`config.mk`:
```
export PLATFORM = sky130hd
export DESIGN_NAME = mem_arbiter
export DESIGN_NICKNAME = d
export VERILOG_FILES = /design/src/rtl/mem_arbiter.sv
export SDC_FILE = /design/constraint.sdc
export NUM_CORES = 1
export LEC_CHECK = 0
export CAP_MARGIN = 5
export CELL_PAD_IN_SITES_DETAIL_PLACEMENT = 0
export CELL_PAD_IN_SITES_GLOBAL_PLACEMENT = 1
export CORE_ASPECT_RATIO = 0.5
export CORE_MARGIN = 2
export CORE_UTILIZATION = 31
export DETAILED_ROUTE_END_ITERATION = 10
export PLACE_DENSITY = 0.83
export SYNTH_ARGS = -nofsm -noshare
export SYNTH_HDL_FRONTEND = slang
export SYNTH_SLANG_ARGS = --single-unit
```
`constraint.sdc`:
```
create_clock -name clk_in -period 2.3 [get_ports clk_in]
set_input_delay 0.23 -clock clk_in [delete_from_list [all_inputs] [get_ports clk_in]]
set_output_delay 0.23 -clock clk_in [all_outputs]
set_load 0.03 [all_outputs]
```
`src/rtl/mem_arbiter.sv`:
```
// rtl/mem_arbiter.sv - two-port (fetch/data) arbiter onto one shared memory port
//
// Optional feature macro: MEM_ARB_TIMEOUT_EN (BUSY timeout with err pulse)
//
// Ports:
//   clk_in, reset                    clock, asynchronous active-low reset
//   if_req, if_addr                  fetch request (held until if_ack) and address
//   if_rdata, if_ack                 registered fetch data, one-cycle completion pulse
//   dm_cs, dm_r, dm_w                data chip select, read and write strobes
//   dm_addr, dm_wdata                data address and write data
//   dm_rdata, dm_ack                 registered read data, one-cycle completion pulse
//   mem_req, mem_we                  shared-memory request and write enable
//   mem_addr, mem_wdata              shared-memory address and write data
//   mem_rdata, mem_ready             shared-memory read data and completion
//   stall                            CPU hold while any request is unacknowledged
//   err                              timeout pulse, coincident with the ack
module mem_arbiter #(
    parameter int TIMEOUT_CYCLES = 16
) (
    input  logic        clk_in,
    input  logic        reset,
    input  logic        if_req,
    input  logic [31:0] if_addr,
    output logic [31:0] if_rdata,
    output logic        if_ack,
    input  logic        dm_cs,
    input  logic        dm_r,
    input  logic        dm_w,
    input  logic [31:0] dm_addr,
    input  logic [31:0] dm_wdata,
    output logic [31:0] dm_rdata,
    output logic        dm_ack,
    output logic        mem_req,
    output logic        mem_we,
    output logic [31:0] mem_addr,
    output logic [31:0] mem_wdata,
    input  logic [31:0] mem_rdata,
    input  logic        mem_ready,
    output logic        stall,
    output logic        err
);

    typedef enum logic [1:0] {
        IDLE    = 2'd0,
        IF_BUSY = 2'd1,
        DM_BUSY = 2'd2,
        RESP    = 2'd3
    } state_t;

    state_t state;
    state_t state_nxt;

    logic dm_req;
    logic grant_dm;
    logic busy;
    logic last_dm;   // 1: most recent grant went to the data port
    logic we_q;
    logic tmo;       // BUSY expired without mem_ready this cycle

    assign dm_req = dm_cs & (dm_r | dm_w);
    assign busy   = (state == IF_BUSY) || (state == DM_BUSY);

    // Data wins a collision unless it also won the previous grant.
    assign grant_dm = dm_req & (~if_req | ~last_dm);

    assign stall = (if_req & ~if_ack) | (dm_req & ~dm_ack);

`ifdef MEM_ARB_TIMEOUT_EN
    localparam int TW = $clog2(TIMEOUT_CYCLES + 1);

    logic [TW-1:0] tmr;
    logic          err_q;

    // tmr holds the number of completed BUSY cycles, so the last allowed
    // cycle is the one where tmr reaches TIMEOUT_CYCLES-1.
    assign tmo = busy & ~mem_ready & (tmr == TW'(TIMEOUT_CYCLES - 1));

    always_ff @(posedge clk_in or negedge reset) begin
        if (!reset) begin
            tmr   <= '0;
            err_q <= 1'b0;
        end else begin
            if (busy) begin
                tmr   <= tmr + TW'(1);
                err_q <= tmo;
            end else begin
                tmr   <= '0;
            end
        end
    end

    assign err = (state == RESP) & err_q;
`else
    assign tmo = 1'b0;
    assign err = 1'b0;
`endif

    // State register
    always_ff @(posedge clk_in or negedge reset) begin
        if (!reset) begin
            state <= IDLE;
        end else begin
            state <= state_nxt;
        end
    end

    // Next-state logic
    always_comb begin
        state_nxt = state;
        unique case (state)
            IDLE: begin
                if (grant_dm) begin
                    state_nxt = DM_BUSY;
                end else if (if_req) begin
                    state_nxt = IF_BUSY;
                end
            end
            IF_BUSY, DM_BUSY: begin
                if (mem_ready || tmo) begin
                    state_nxt = RESP;
                end
            end
            RESP: begin
                state_nxt = IDLE;
            end
            default: begin
                state_nxt = IDLE;
            end
        endcase
    end

    // Outputs decoded from state; the granted port in RESP is last_dm.
    always_comb begin
        mem_req = busy;
        mem_we  = (state == DM_BUSY) & we_q;
        if_ack  = (state == RESP) & ~last_dm;
        dm_ack  = (state == RESP) & last_dm;
    end

    // Transaction latches and read-data capture
    always_ff @(posedge clk_in or negedge reset) begin
        if (!reset) begin
            last_dm   <= 1'b0;
            we_q      <= 1'b0;
            mem_addr  <= '0;
            mem_wdata <= '0;
            if_rdata  <= '0;
            dm_rdata  <= '0;
        end else begin
            if (state == IDLE && state_nxt != IDLE) begin
                last_dm <= grant_dm;
                if (grant_dm) begin
                    mem_addr  <= dm_addr;
                    mem_wdata <= dm_wdata;
                    we_q      <= dm_w;      // write wins over a simultaneous read
                end else begin
                    mem_addr  <= if_addr;
                    we_q      <= 1'b0;
                end
            end
            if (busy && (mem_ready || tmo)) begin
                if (last_dm) begin
                    dm_rdata <= tmo ? 32'hDEADBEEF : mem_rdata;
                end else begin
                    if_rdata <= tmo ? 32'hDEADBEEF : mem_rdata;
                end
            end
        end
    end

endmodule
```
==> flow_summary.json <==
{
  "max_slew_margin_pct": 58.9,
  "synth_fa_ha_area_share_pct": 0.685,
  "fp.dieH_um": 98.0,
  "cp-start-kind": "flip-flop",
  "cellPowerDensity_nw_per_um2": 1610,
  "synth_top_family_by_area": "multiplexers",
  "cp.required_ns": 2.07,
  "ys_ff_latch": 132,
  "report.final.slew_viol_count": 0,
  "grt.overflow.total": 0,
  "rsz0062_at_grt": "no",
  "yosysTopAreaCell": "dfrtp_1",
  "drv_cap": 0,
  "viasPerCell": 4.63,
  "dieArea_um2": 18800,
  "worst-path-buf-inv": 1,
  "track_usage_pct": 17.9,
  "grt_max_degree": 62,
  "num_antenna_cells": 0,
  "numPortBuffers": 267,
  "fmax_ghz": 0.472,
  "nets": 791,
  "drt-total-wl_mm": 16.7,
  "synth_compound_area_share_pct": 12.3,
  "drt_iter0_markers": 130,
  "ios": 269,
  "setup_viol": 0,
  "finalNonFillerCells": 899,
  "synth_cell_types": 28,
  "seq_area_frac_synth_pct": 60.3,
  "period_needed_ns": 2.12,
  "crit_chain": "ha_1 > and2_1 > clkdlybuf4s50_1",
  "synthTopCellsByArea": "dfrtp_1 60%, mux2_2 20%, o221a_1 6.0%, o211ai_1 4.4%, inv_1 2.5%",
  "clkSinkCount": 132,
  "syn_area_um2": 5480,
  "cp_top_family": "buffers and inverters",
  "grt_pass1_vias": 4487,
  "hold_path_class": "input pin to async pin",
  "hold_violations": 0,
  "worstSetupEndpointType": "output port",
  "setup_tns_ns": 0,
  "wl_per_cell_um": 18.6,
  "cts_tree": "done",
  "synth_simple_gate_area_share_pct": 1.30,
  "dp_hpwl_mm": 12.0,
  "die_w_um": 192,
  "yosys.area.top_type_share_pct": 60.3,
  "drc": 0,
  "slowest_delay_ns": 0.68,
  "period_share_pct": 92.2,
  "total_power_mw": 14.6,
  "num_rows": 34,
  "arrival_ns": 1.89,
  "vdd_ir_drop_max_mv": 0.735,
  "worstPathMaxFanout": 5,
  "insertion_delay_ns": 0.41,
  "htreeDepth": 4,
  "grt_pass1_wl_mm": 25.4,
  "area_growth_pct": 65.4,
  "antenna_found_initial": 0,
  "syn_nets": 524,
  "place.gp.congestion": 0.776,
  "clk_pin_slew_ns": 0.06,
  "regArea_um2": 3300,
  "tritoncts.num_buffers": 17,
  "crit_type": "flip-flop to output port",
  "slowest_stage": "clkdlybuf4s50_1",
  "dr_total_vias": 4164,
  "nFillCells": 1506,
  "clock_skew_ns": 0.0107,
  "post-route-util_pct": 52.2,
  "syn_area_per_cell_um2": 14.2,
  "clockRootBuffer": "clkbuf_16",
  "multi_input_area_um2": 1900,
  "coreArea_um2": 17400,
  "drt-pass1-iter-count": 4,
  "synth_warnings": 0,
  "initial_core_util_pct": 31.6,
  "synthXorXnorAreaFrac_pct": 0,
  "dp_cells": 867,
  "leakage_nw": 3.74,
  "status": "complete, no violations",
  "cts_setup_buffers": 0,
  "synth_cells": 386,
  "synth_mux_area_share_pct": 19.9,
  "final_antenna_net_count": 0,
  "tightest_slew_ns": 0.616,
  "max-clock-path-buffers": 2,
  "drive_gt1_share_pct": 22.0
}
==> flip-flops by register name, summed over array words and instances (netlist names) <==
register / flops
dm_rdata: 32
state: 2
we_q: 1
if_rdata: 32
last_dm: 1
mem_addr: 32
mem_wdata: 32
==> logic make-up after synthesis <==
| group | after synthesis |
|---|---|
| other | 1 |
| AO/OA/AOI/OAI | 73 |
| adder cells (fa/ha/maj) | 3 |
| buffers and inverters | 66 |
| flip-flops | 132 |
| multiplexers | 97 |
| AND/OR/NAND/NOR | 14 |
==> metrics by stage <==
step | area (µm²) | setup slack (ns) | hold WS, ns
after floorplan | 5480 | 0.532 | -0.0656
after global placement | 8460 | 0.156 | 0.272
after detailed placement | 8460 | 0.145 | 0.270
after CTS | 9060 | 0.0537 | 0.404
after global routing | 9060 | 0.111 | 0.421
final | 9060 | 0.180 | 0.391
==> layer usage <==
| metal | routed length (µm) | vias to the layer above | track usage (%) |
|---|---|---|---|
| met4 | 275 | 0 | 5.52 |
| met1 | 6800 | 2131 | 21.1 |
| li1 | - | 1938 | - |
| met5 | 0 | - | 0 |
| met3 | 545 | 16 | 3.70 |
| met2 | 9060 | 79 | 32.9 |
==> synth_stat cells, drive strengths merged <==
cell      n
inv      37
nor3      2
mux2     96
a31o      1
a21oi     1
o31a      1
nand3     3
ha        3
o221a    33
nor2b     1
clkbuf    9
o21ai     2
nand2     2
conb      1
o22ai     1
o211ai   32
a31oi     1
o21a      1
buf      20
dfrtp   132
nor2      2
mux2i     1
and2      4
==> placed cells by master, fill, tap and decap left out, types with 2 or more instances in the layout <==
cell type,synthesis,routed
clkdlybuf4s50_1,0,264
o221a_1,29,29
and2_1,4,4
clkinvlp_4,0,5
o211ai_1,32,32
o221a_2,4,4
ha_1,3,3
mux2_2,96,96
nor3_1,2,2
buf_4,1,2
nand2_1,2,2
nor2_1,2,2
nand3_2,0,3
bufinv_16,0,2
clkbuf_16,0,17
inv_1,37,37
dlymetal6s2s_1,0,2
dfrtp_1,132,132
clkinv_4,0,3
buf_12,0,7
inv_6,0,3
==> where the power goes <==
| part | switching, mW | total [mW] | leakage (nW) | internal, mW |
|---|---|---|---|---|
| Sequential | 0.613 | 4.12 | 1.53 | 3.51 |
| Combinational | 4.17 | 7.75 | 1.94 | 3.58 |
| Clock | 1.07 | 2.71 | 0.272 | 1.63 |
==> cell type report <==
cell class	instances	area share (%)
clock inverters	13	1.66
clock buffers	18	4.85
repair buffers	277	31.4
well taps	234	3.23
inverters	37	1.53
multi-input cells	188	20.9
flip-flops and latches	132	36.4
==> timing repair <==
| action | 4_1_cts | 5_1_grt |
|---|---|---|
| endpoints found under the setup margin | 0 | 2 |
| resized for setup | 0 | 2 |
| hold buffers | 1 | 0 |
| hold endpoints to repair | 59 | 0 |
==> final timing paths <==
check | start | end | slack (ns) | depth (start not counted)
max | state[1] | dm_ack | 0.18 | 3
min | reset | mem_addr[15] | 0.39 | 2
max reg2reg | state[0] | mem_addr[10] | 0.25 | 6
min reg2reg | dm_rdata[12] | dm_rdata[12] | 0.50 | 1
max in group asynchronous | reset | if_rdata[14] | 1.23 | 3
min in group clk_in | dm_wdata[20] | mem_wdata[20] | 0.43 | 2
No activity file was read; power rests on OpenSTA's default activity.
